--- config.mk ---
export PLATFORM = sky130hd
export DESIGN_NAME = netdma_irq_coalescer
export DESIGN_NICKNAME = d
export VERILOG_FILES = /design/src/rtl/netdma_pkg.sv /design/src/rtl/netdma_irq_coalesce_channel.sv /design/src/rtl/netdma_irq_coalescer.sv
export SDC_FILE = /design/constraint.sdc
export NUM_CORES = 1
export LEC_CHECK = 0
export BUFFER_PORTS_ARGS = -buffer_cell sky130_fd_sc_hd__clkbuf_2
export CAP_MARGIN = 15
export CORE_MARGIN = 1
export CORE_UTILIZATION = 39
export CTS_CLUSTER_DIAMETER = 200
export DETAILED_ROUTE_END_ITERATION = 8
export MAX_ROUTING_LAYER = met4
export PLACE_DENSITY = 0.55
export SLEW_MARGIN = 20
export SYNTH_ARGS = -nofsm -noshare
export SYNTH_HDL_FRONTEND = slang
export SYNTH_HIERARCHICAL = 1
export SYNTH_SLANG_ARGS = --single-unit
--- constraint.sdc ---
create_clock -name clk_i -period 4.6 [get_ports clk_i]
set_input_delay 0.92 -clock clk_i [delete_from_list [all_inputs] [get_ports clk_i]]
set_output_delay 0.92 -clock clk_i [all_outputs]
set_load 0.005 [all_outputs]
--- src/rtl/netdma_pkg.sv ---
// Shared register map, CTRL/STATUS bit positions and channel state encoding
// for the NetDMA interrupt coalescer.
package netdma_pkg;

    localparam logic [1:0] OFF_CTRL    = 2'd0;
    localparam logic [1:0] OFF_TIMEOUT = 2'd1;
    localparam logic [1:0] OFF_STATUS  = 2'd2;
    localparam logic [1:0] OFF_RSVD    = 2'd3;

    localparam int CTRL_EN_BIT    = 0;
    localparam int CTRL_LATCH_BIT = 1;
    localparam int CTRL_THR_LSB   = 8;

    localparam int STATUS_IRQ_BIT     = 0;
    localparam int STATUS_COLLECT_BIT = 1;
    localparam int STATUS_CNT_LSB     = 8;

    typedef enum logic [1:0] {
        ST_IDLE    = 2'd0,
        ST_COLLECT = 2'd1,
        ST_FIRE    = 2'd2
    } chan_state_e;

endpackage

--- src/rtl/netdma_irq_coalesce_channel.sv ---
// One interrupt-coalescing channel: its CTRL/TIMEOUT registers, batch FSM
// and registered irq output.
//
// state      | meaning
// -----------+-----------------------------------------------------------
// ST_IDLE    | no batch open, count and timer held at 0
// ST_COLLECT | batch open, counting events and cycles since entry
// ST_FIRE    | single cycle after the fire decision, irq visible this cycle
module netdma_irq_coalesce_channel
    import netdma_pkg::*;
#(
    parameter int COUNT_W = 8,
    parameter int TIMER_W = 16
) (
    input  logic        clk_i,
    input  logic        rst_n_i,
    input  logic        event_i,
    input  logic        wr_ctrl_i,
    input  logic        wr_timeout_i,
    input  logic        wr_status_i,
    input  logic [31:0] writedata_i,
    output logic [31:0] ctrl_o,
    output logic [31:0] timeout_o,
    output logic [31:0] status_o,
    output logic        irq_o
);

    logic               r_en;
    logic               r_latch;
    logic [COUNT_W-1:0] r_thr;
    logic [TIMER_W-1:0] r_tmo;
    logic [COUNT_W-1:0] r_cnt;
    logic [TIMER_W-1:0] r_tmr;
    chan_state_e        r_state;
    logic               r_irq;

    logic               w_en_nxt;
    logic [COUNT_W-1:0] w_cnt_inc;
    logic [COUNT_W-1:0] w_thr_eff;
    logic               w_tmo_hit;
    logic               w_fire;
    logic               w_clr;
    logic               w_wdata_unused;

    // Disabling acts in the same edge that writes CTRL, so the channel is idle next cycle.
    assign w_en_nxt  = wr_ctrl_i ? writedata_i[CTRL_EN_BIT] : r_en;
    assign w_cnt_inc = (event_i && (r_cnt != '1)) ? r_cnt + COUNT_W'(1) : r_cnt;
    assign w_thr_eff = (r_thr == '0) ? COUNT_W'(1) : r_thr;
    assign w_tmo_hit = (r_tmo != '0) && (r_tmr == r_tmo - TIMER_W'(1));
    assign w_fire    = (r_state == ST_COLLECT) && ((w_cnt_inc >= w_thr_eff) || w_tmo_hit);
    assign w_clr     = wr_status_i && writedata_i[STATUS_IRQ_BIT];
    assign w_wdata_unused = ^writedata_i;

    always_ff @(posedge clk_i or negedge rst_n_i) begin
        if (!rst_n_i) begin
            r_en    <= 1'b0;
            r_latch <= 1'b0;
            r_thr   <= '0;
            r_tmo   <= '0;
        end else begin
            if (wr_ctrl_i) begin
                r_en    <= writedata_i[CTRL_EN_BIT];
                r_latch <= writedata_i[CTRL_LATCH_BIT];
                r_thr   <= writedata_i[CTRL_THR_LSB +: COUNT_W];
            end
            if (wr_timeout_i) begin
                r_tmo <= writedata_i[TIMER_W-1:0];
            end
        end
    end

    always_ff @(posedge clk_i or negedge rst_n_i) begin
        if (!rst_n_i) begin
            r_state <= ST_IDLE;
            r_cnt   <= '0;
            r_tmr   <= '0;
        end else if (!w_en_nxt) begin
            r_state <= ST_IDLE;
            r_cnt   <= '0;
            r_tmr   <= '0;
        end else begin
            case (r_state)
                ST_IDLE: begin
                    r_tmr <= '0;
                    if (event_i) begin
                        r_state <= ST_COLLECT;
                        r_cnt   <= COUNT_W'(1);
                    end else begin
                        r_cnt <= '0;
                    end
                end
                ST_COLLECT: begin
                    if (w_fire) begin
                        r_state <= ST_FIRE;
                        r_cnt   <= '0;
                        r_tmr   <= '0;
                    end else begin
                        r_cnt <= w_cnt_inc;
                        r_tmr <= r_tmr + TIMER_W'(1);
                    end
                end
                ST_FIRE: begin
                    r_tmr   <= '0;
                    r_state <= event_i ? ST_COLLECT : ST_IDLE;
                    r_cnt   <= event_i ? COUNT_W'(1) : '0;
                end
                default: begin
                    r_state <= ST_IDLE;
                    r_cnt   <= '0;
                    r_tmr   <= '0;
                end
            endcase
        end
    end

    // A fire in the same cycle as a STATUS clear wins.
    always_ff @(posedge clk_i or negedge rst_n_i) begin
        if (!rst_n_i) begin
            r_irq <= 1'b0;
        end else if (!w_en_nxt) begin
            r_irq <= 1'b0;
        end else if (w_fire) begin
            r_irq <= 1'b1;
        end else if (!r_latch || w_clr) begin
            r_irq <= 1'b0;
        end
    end

    always_comb begin
        ctrl_o    = '0;
        timeout_o = '0;
        status_o  = '0;
        ctrl_o[CTRL_EN_BIT]                  = r_en;
        ctrl_o[CTRL_LATCH_BIT]               = r_latch;
        ctrl_o[CTRL_THR_LSB +: COUNT_W]      = r_thr;
        timeout_o[TIMER_W-1:0]               = r_tmo;
        status_o[STATUS_IRQ_BIT]             = r_irq;
        status_o[STATUS_COLLECT_BIT]         = (r_state == ST_COLLECT);
        status_o[STATUS_CNT_LSB +: COUNT_W]  = r_cnt;
    end

    assign irq_o = r_irq;

endmodule

--- src/rtl/netdma_irq_coalescer.sv ---
// NetDMA interrupt coalescer top: CPU address decode, readback mux and
// per-channel coalescing instances.
module netdma_irq_coalescer
    import netdma_pkg::*;
#(
    parameter int CHANNELS = 2,
    parameter int COUNT_W  = 8,
    parameter int TIMER_W  = 16
) (
    input  logic                        clk_i,
    input  logic                        rst_n_i,
    input  logic [CHANNELS-1:0]         event_i,
    input  logic                        write_i,
    input  logic                        read_i,
    input  logic [$clog2(CHANNELS)+1:0] address_i,
    input  logic [31:0]                 writedata_i,
    output logic [31:0]                 readdata_o,
    output logic [CHANNELS-1:0]         irq_o,
    output logic                        irq_any_o
);

    logic [31:0] w_chan;
    logic [1:0]  w_off;
    logic [31:0] w_ctrl    [CHANNELS];
    logic [31:0] w_timeout [CHANNELS];
    logic [31:0] w_status  [CHANNELS];

    // Channel indices past CHANNELS-1 match no instance, so they read 0 and drop writes.
    assign w_chan = 32'(address_i >> 2);
    assign w_off  = address_i[1:0];

    for (genvar g = 0; g < CHANNELS; g++) begin : g_chan
        logic w_sel;
        assign w_sel = write_i && (w_chan == 32'(g));

        netdma_irq_coalesce_channel #(
            .COUNT_W (COUNT_W),
            .TIMER_W (TIMER_W)
        ) u_chan (
            .clk_i        (clk_i),
            .rst_n_i      (rst_n_i),
            .event_i      (event_i[g]),
            .wr_ctrl_i    (w_sel && (w_off == OFF_CTRL)),
            .wr_timeout_i (w_sel && (w_off == OFF_TIMEOUT)),
            .wr_status_i  (w_sel && (w_off == OFF_STATUS)),
            .writedata_i  (writedata_i),
            .ctrl_o       (w_ctrl[g]),
            .timeout_o    (w_timeout[g]),
            .status_o     (w_status[g]),
            .irq_o        (irq_o[g])
        );
    end

    always_comb begin
        readdata_o = '0;
        if (read_i) begin
            for (int c = 0; c < CHANNELS; c++) begin
                if (w_chan == 32'(c)) begin
                    case (w_off)
                        OFF_CTRL:    readdata_o = w_ctrl[c];
                        OFF_TIMEOUT: readdata_o = w_timeout[c];
                        OFF_STATUS:  readdata_o = w_status[c];
                        default:     readdata_o = '0;
                    endcase
                end
            end
        end
    end

    assign irq_any_o = |irq_o;

endmodule

==> flow_summary.toml, run 1 <==
[floorplan]
coreArea_mm2 = 0.0226
die_w_um = 154
num_rows = 55
dieArea_mm2 = 0.0237
initial_core_util = 0.397
chipHeight_um = 154
num_io_pins = 76

[global_routing]
grt_use_met1 = 0.268
met2_usage = 0.299
grt_max_degree = 75
grt.busiest_layer = "met2"
grt_pass1_vias = 6441
grt.total_usage = 0.192
grt_pass1_wl_mm = 35.1
grtUsageMet3 = 0.0262
gr-total-overflow = 0
antenna_found_initial = 2

[power]
p_leak_uw = 0.00435
p_per_area_mw_per_mm2 = 316
p_total_uw = 2930
max-vdd-ir-drop_mv = 0.223

[routing]
wl_mm = 21.2
dr.first_iter.drc_count = 501
ant_nets = 0
firstDrtPassIters = 5
vias_per_cell = 5.17
routedWlPerCell_um = 16.5
drc = 0
vias = 6647

[hold_path]
hold_start = "g_chan[0].u_chan/r_latch$_DFFE_PN0P_"
holdPathStages = 1
whs_endpoint = "g_chan[0].u_chan/r_latch$_DFFE_PN0P_"
hold_class = "flop to flop"

[logic_synthesis]
synth_area_per_cell_um2 = 9.26
ys_types = 57
netlist_instances = 970
ys.flop_type = "dfrtp_1"
async_flop_share = 1.00
syn-cell-area_mm2 = 0.00899
ys_seq_elements = 106
yosysSeqAreaShare = 0.295
synth_edf_count = 0
ys_warn_count = 6

[timing]
skew_ns = 0.00711
max_freq_mhz = 292
finalSetupViolCount = 0
setup_slack_ns = 1.18
rsz0062_at_grt = "false"
slew_violations = 0
finalSetupTns_ns = 0
finalCriticalPeriod_ns = 3.42
slew_headroom = 0.358
fin_crit_sh = 0.744
worst_pin_slew_ns = 0.963
finalHoldViolations = 0

[run]
max-cap-violations = 0

[final_layout]
stdcell_area_mm2 = 0.00927
syn2layout_area_growth_pct = 3.20
nets = 1058
post-route-util = 0.410
drive_above_1_share = 0.142
final_common_cell = "conb_1"
layout_common_cells = "conb_1 (120), dfrtp_1 (106), mux2i_1 (96)"

[critical_path]
startpoint_type = "flop"
r2r-start = "g_chan[0].u_chan/r_cnt[3]$_DFF_PN0_"
r2r_slack_ns = 1.18
worstPathMaxFanout = 22
path_class = "flop to flop"
critPathArrivalTime_ns = 3.66
r2r_cells = 12
r2r_end = "g_chan[0].u_chan/r_cnt[0]$_DFF_PN0_"
end_kind = "flop"
required_ns = 4.84

[cts]
cts_buffers = 9
cts_resized = 0
cts_setup_buffers = 0
cts_tree = "done"
clk_latency_ns = 0.36
h-tree-depth = 3
cts_hold_buf = 0
clk_pin_slew_worst_paths_ns = 0.07
numClockSinks = 106
cts-root-buf = "clkbuf_16"
cts_buffer_depth = 2

[placement]
hpwlAfterDp_mm = 15.5
gp_congestion = 0.819
place_ws_ns = 0.912
port_buffers = 59
dpl_cell_area_mm2 = 0.00893

[outcome]
status = "finished clean"
-- state kept, by name (all words and copies together) (netlist names) --
name,flops
g_chan.u_chan/r_state,4
g_chan.u_chan/r_en,2
g_chan.u_chan/r_latch,2
g_chan.u_chan/r_tmo,32
g_chan.u_chan/irq_o,2
g_chan.u_chan/r_thr,16
g_chan.u_chan/r_cnt,16
g_chan.u_chan/r_tmr,32
-- layout make-up --
cell class / count / area, µm²
antenna: 1 / 2.50
inverter: 30 / 113
tap: 285 / 357
clock buffer: 9 / 225
timing repair buffer: 77 / 435
multi-input combinational: 771 / 5370
fill: 2294 / 13400
sequential: 106 / 2650
clock inverter: 7 / 118
-- routing by layer --
| metal | vias to the layer above | routed length, µm |
|---|---|---|
| met5 | - | 0 |
| met4 | 0 | 152 |
| met3 | 8 | 762 |
| met2 | 123 | 9720 |
| met1 | 3195 | 10600 |
| li1 | 3321 | - |
-- critical path: stages (launching register included) --
cell and delay (ns):
dfrtp_1 0.46, and4_1 0.25, a41oi_1 0.38, and3_1 0.28, nand4_1 0.12, xnor2_1 0.21
ha_1 0.28, a21o_1 0.18, a21o_1 0.16, a21oi_1 0.18, o21ai_1 0.18, buf_4 0.27
o41ai_1 0.36
-- cell usage after synthesis, drive strengths merged, types with 6 or more instances --
master | n | area share
dfrtp | 106 | 0.30
a31oi | 6 | 0.0042
ha | 22 | 0.031
xnor2 | 38 | 0.037
o211ai | 6 | 0.0050
a21o | 8 | 0.0067
nor4 | 42 | 0.033
xor2 | 36 | 0.035
inv | 30 | 0.013
nand2 | 59 | 0.025
nor4b | 22 | 0.023
nand3 | 16 | 0.0089
a22oi | 34 | 0.028
nor2 | 17 | 0.0079
o21ai | 70 | 0.039
mux2i | 96 | 0.11
mux2 | 30 | 0.038
clkbuf | 31 | 0.013
nor3 | 12 | 0.0067
and3 | 44 | 0.031
nand2b | 9 | 0.0063
nand4 | 10 | 0.0070
or3 | 6 | 0.0042
nor2b | 9 | 0.0071
buf | 150 | 0.13
-- where the power goes --
| part | switching [µW] | internal [µW] | leakage, µW | total, µW |
|---|---|---|---|---|
| Combinational | 453 | 359 | 0.00281 | 811 |
| Sequential | 167 | 1040 | 0.00138 | 1210 |
| Clock | 374 | 532 | 0.000158 | 906 |
-- kinds of logic (layout without fill, tap and decap cells) --
kind of cell,after synthesis,after routing,synth area share
DFF,106,106,0.295
AOI/OAI and AO/OA,158,158,0.118
other,2,121,0.000836
muxes,126,126,0.145
xor gates and xnor gates,74,74,0.0721
and+or+nand+nor,271,271,0.182
buffers and inverters,211,123,0.156
adders and majority gates,22,22,0.0306
-- through the flow --
step / hold slack, ns / cells
after floorplan: 0.504 / 1088
after global placement: 0.514 / 1269
after detailed placement: 0.520 / 1269
after CTS: 0.536 / 1285
after global routing: 0.565 / 1286
final: 0.537 / 1286
-- worst max path at each step --
stage | from | end | slack [ns] | depth (start not counted)
final | g_chan[0].u_chan/r_cnt[3]$_DFF_PN0_ | g_chan[0].u_chan/r_cnt[0]$_DFF_PN0_ | 1.18 | 12
after global routing | g_chan[0].u_chan/r_cnt[3]$_DFF_PN0_ | g_chan[0].u_chan/r_tmr[5]$_DFF_PN0_ | 0.91 | 12
after CTS | address_i[1] | readdata_o[14] | 1.17 | 5
after detailed placement | event_i[0] | g_chan[0].u_chan/r_cnt[0]$_DFF_PN0_ | 0.91 | 13
after global placement | event_i[0] | g_chan[0].u_chan/r_tmr[3]$_DFF_PN0_ | 0.99 | 13
after floorplan | event_i[0] | g_chan[0].u_chan/r_cnt[5]$_DFF_PN0_ | 1.37 | 12
(Power assumes the default switching activity.)
==> run 2, diff against run 1 <==
Settings changed: ABC_AREA set to 1, PLACE_DENSITY 0.55 to 0.57.
Clock period 4.6 ns to 3.11 ns, I/O delays scaled along.
==> run 2 against run 1 <==
Net effect:
- worst hold slack got worse by 0.31 ns
- critical path depth increased by 6
- synthesized area grew 6.7%
- sequential power rose by 48%
- via count up 28%
- critical path type unchanged
- largest power group unchanged
==> flow_summary.toml, run 2 <==
[outcome]
status = "finished clean"

[logic_synthesis]
synthTopCellsByCount = "nand2_1 (488), inv_1 (144), buf_4 (134), nor2_1 (134), nand3_1 (108)"
yosysTopAreaCell = "dfrtp_1"
ys_warn_count = 6
syn-cell-area_mm2 = 0.00959
synth_edf_count = 0
yosysSeqAreaShare = 0.277
synth.area.top_cells = "dfrtp_1 (28%), nand2_1 (19%), buf_4 (10%)"
ys_seq_elements = 106
yosysMostFrequentCell = "nand2_1"
async_flop_share = 1.00
netlist_instances = 1475
ys_types = 35
ys.flop_type = "dfrtp_1"
synth_area_per_cell_um2 = 6.50
synth_top_area_frac = 0.277

[run]
max-cap-violations = 0

[routing]
vias_per_cell = 4.58
wl_mm = 24.9
dr.first_iter.drc_count = 363
routedWlPerCell_um = 13.4
vias = 8511
ant_nets = 0
drc = 0
firstDrtPassIters = 7

[final_layout]
syn2layout_area_growth_pct = 6.43
drive_above_1_share = 0.144
nets = 1592
area.sequential_mm2 = 0.00265
antenna_cells = 0
final_common_cell = "nand2_1"
layout_common_cells = "nand2_1 (487), inv_1 (144), nor2_1 (132)"
stdcell_count = 1858
post-route-util = 0.421
multi_input_area_mm2 = 0.00562
stdcell_area_mm2 = 0.0102
reg_top3 = "g_chan.u_chan/r_tmo: 32 flops, g_chan.u_chan/r_tmr: 32 flops"
num-fill-cells = 2633

[floorplan]
initial_core_util = 0.395
die_w_um = 159
num_io_pins = 76
dieArea_mm2 = 0.0252
chipHeight_um = 159
coreArea_mm2 = 0.0242
num_rows = 57

[timing]
fin_crit_sh = 0.943
max_freq_mhz = 341
skew_ns = 0.00964
finalSetupViolCount = 0
worst_pin_slew_ns = 0.700
finalSetupTns_ns = 0
rsz0062_at_grt = "true"
slew_violations = 0
slew_headroom = 0.532
finalCriticalPeriod_ns = 2.93
finalHoldViolations = 0

[critical_path]
crit_path_top_delay_cell = "dfrtp_1"
required_ns = 3.40
r2r_slack_ns = 0.18
crit_family = "simple AND/OR/NAND/NOR gates"
critPathArrivalTime_ns = 3.23
worstPathMaxFanout = 5
r2r-start = "g_chan[0].u_chan/r_cnt[0]$_DFF_PN0_"
crit_buf_inv = 4
path_class = "flop to flop"
critPathMaxStageDelay_ns = 0.39
startpoint_type = "flop"
cp_cell_sequence = "ha_1 > nand3_1 > nor3_2 > nand2_1 > nand2_1 > buf_4 > nor2_1 > nand3_1 > xor2_2 > inv_1 > ha_1 > nand2_1 > nor2_1 > a211oi_2 > buf_4 > nand3_2 > buf_4 > nor2_2"
r2r_cells = 18
end_kind = "flop"
worst-path-stages = 18
r2r_end = "g_chan[0].u_chan/r_cnt[3]$_DFF_PN0_"

[power]
max-vdd-ir-drop_mv = 0.319
p_leak_uw = 0.00525
p_per_area_mw_per_mm2 = 446

[hold_path]
hold_class = "input pin to async pin"

[cts]
cts_tree = "done"
cts-root-buf = "clkbuf_16"
clk_pin_slew_worst_paths_ns = 0.07
cts_buffers = 9
cts_buffer_depth = 2
h-tree-depth = 3
numClockSinks = 106
clk_latency_ns = 0.36

[placement]
gp_congestion = 0.849
dpl_cell_area_mm2 = 0.00972
dp_cells = 1832
hpwlAfterDp_mm = 18.5
port_buffers = 59

[global_routing]
grt_pass1_vias = 8072
grt_max_degree = 43
grt_pass1_wl_mm = 40.6
grt.total_usage = 0.205
antenna_found_initial = 0
gr-total-overflow = 0
## run 2: cell count changes after synthesis, moves of 22 or more
cell / previous run / this run
and3_1: 42 / 0
mux2i_1: 96 / 0
mux2_2: 30 / 8
nand2_1: 59 / 488
nor4_1: 40 / 6
nor2_1: 16 / 134
nand3_1: 16 / 108
inv_1: 30 / 144
nor2_2: 0 / 54
a22oi_1: 34 / 0
## run 2: layout make-up
type / count / share of cell area
well taps: 324 / 0.0397
multi-input cells: 1164 / 0.551
clock inverters: 4 / 0.00257
clock buffers: 12 / 0.0251
repair buffers: 101 / 0.0675
inverters: 147 / 0.0543
flip-flops and latches: 106 / 0.260
## run 2: per-layer routing
layer,part of all wire,global-route usage,routed length [µm],up-vias
li1,-,-,-,4458
met1,0.47,0.262,11700,3881
met2,0.48,0.343,11900,143
met3,0.034,0.0204,845,29
met4,0.019,0.0627,475,0
met5,0,-,0,-
## run 2: how the worst max path moves through the flow
stage | startpoint | endpoint
floorplan | g_chan[1].u_chan/r_cnt[0]$_DFF_PN0_ | g_chan[1].u_chan/r_tmr[0]$_DFF_PN0_
global placement | g_chan[0].u_chan/r_cnt[0]$_DFF_PN0_ | g_chan[0].u_chan/r_cnt[1]$_DFF_PN0_
detailed placement | g_chan[1].u_chan/r_cnt[1]$_DFF_PN0_ | g_chan[1].u_chan/r_cnt[7]$_DFF_PN0_
CTS | g_chan[1].u_chan/r_cnt[1]$_DFF_PN0_ | g_chan[1].u_chan/r_cnt[7]$_DFF_PN0_
global route | g_chan[1].u_chan/r_cnt[1]$_DFF_PN0_ | g_chan[1].u_chan/r_cnt[1]$_DFF_PN0_
finish | g_chan[0].u_chan/r_cnt[0]$_DFF_PN0_ | g_chan[0].u_chan/r_cnt[3]$_DFF_PN0_
## run 2: kinds of logic after synthesis
| logic type | after synthesis | synth area share |
|---|---|---|
| multiplexers | 8 | 0.00939 |
| AND/OR/NAND/NOR | 850 | 0.385 |
| buffers and inverters | 324 | 0.194 |
| other | 2 | 0.000783 |
| AO/OA/AOI/OAI | 115 | 0.0625 |
| XOR/XNOR | 48 | 0.0438 |
| flip-flops | 106 | 0.277 |
| adder cells (fa/ha/maj) | 22 | 0.0287 |
## run 2: stage by stage
stage / setup WS (ns) / total power [µW] / hold WS (ns)
final: 0.177 / 4550 / 0.231
after global placement: 0.112 / 3310 / 0.486
after detailed placement: 0.0920 / 3340 / 0.484
after global routing: -0.0509 / 4870 / 0.262
after CTS: 0.0517 / 4480 / 0.245
after floorplan: 0.177 / 3030 / 0.326
## run 2: timing repair
action	CTS	global route
hold buffers	0	0
gates resized for setup	0	16
buffers inserted	0	6
endpoints found under the setup margin	0	54
## run 2: where the power goes
| group | switching (µW) | total, µW | internal, µW |
|---|---|---|---|
| Combinational | 1010 | 1630 | 618 |
| Clock | 544 | 1130 | 588 |
| Sequential | 232 | 1790 | 1560 |
| Total | 1780 | 4550 | 2770 |
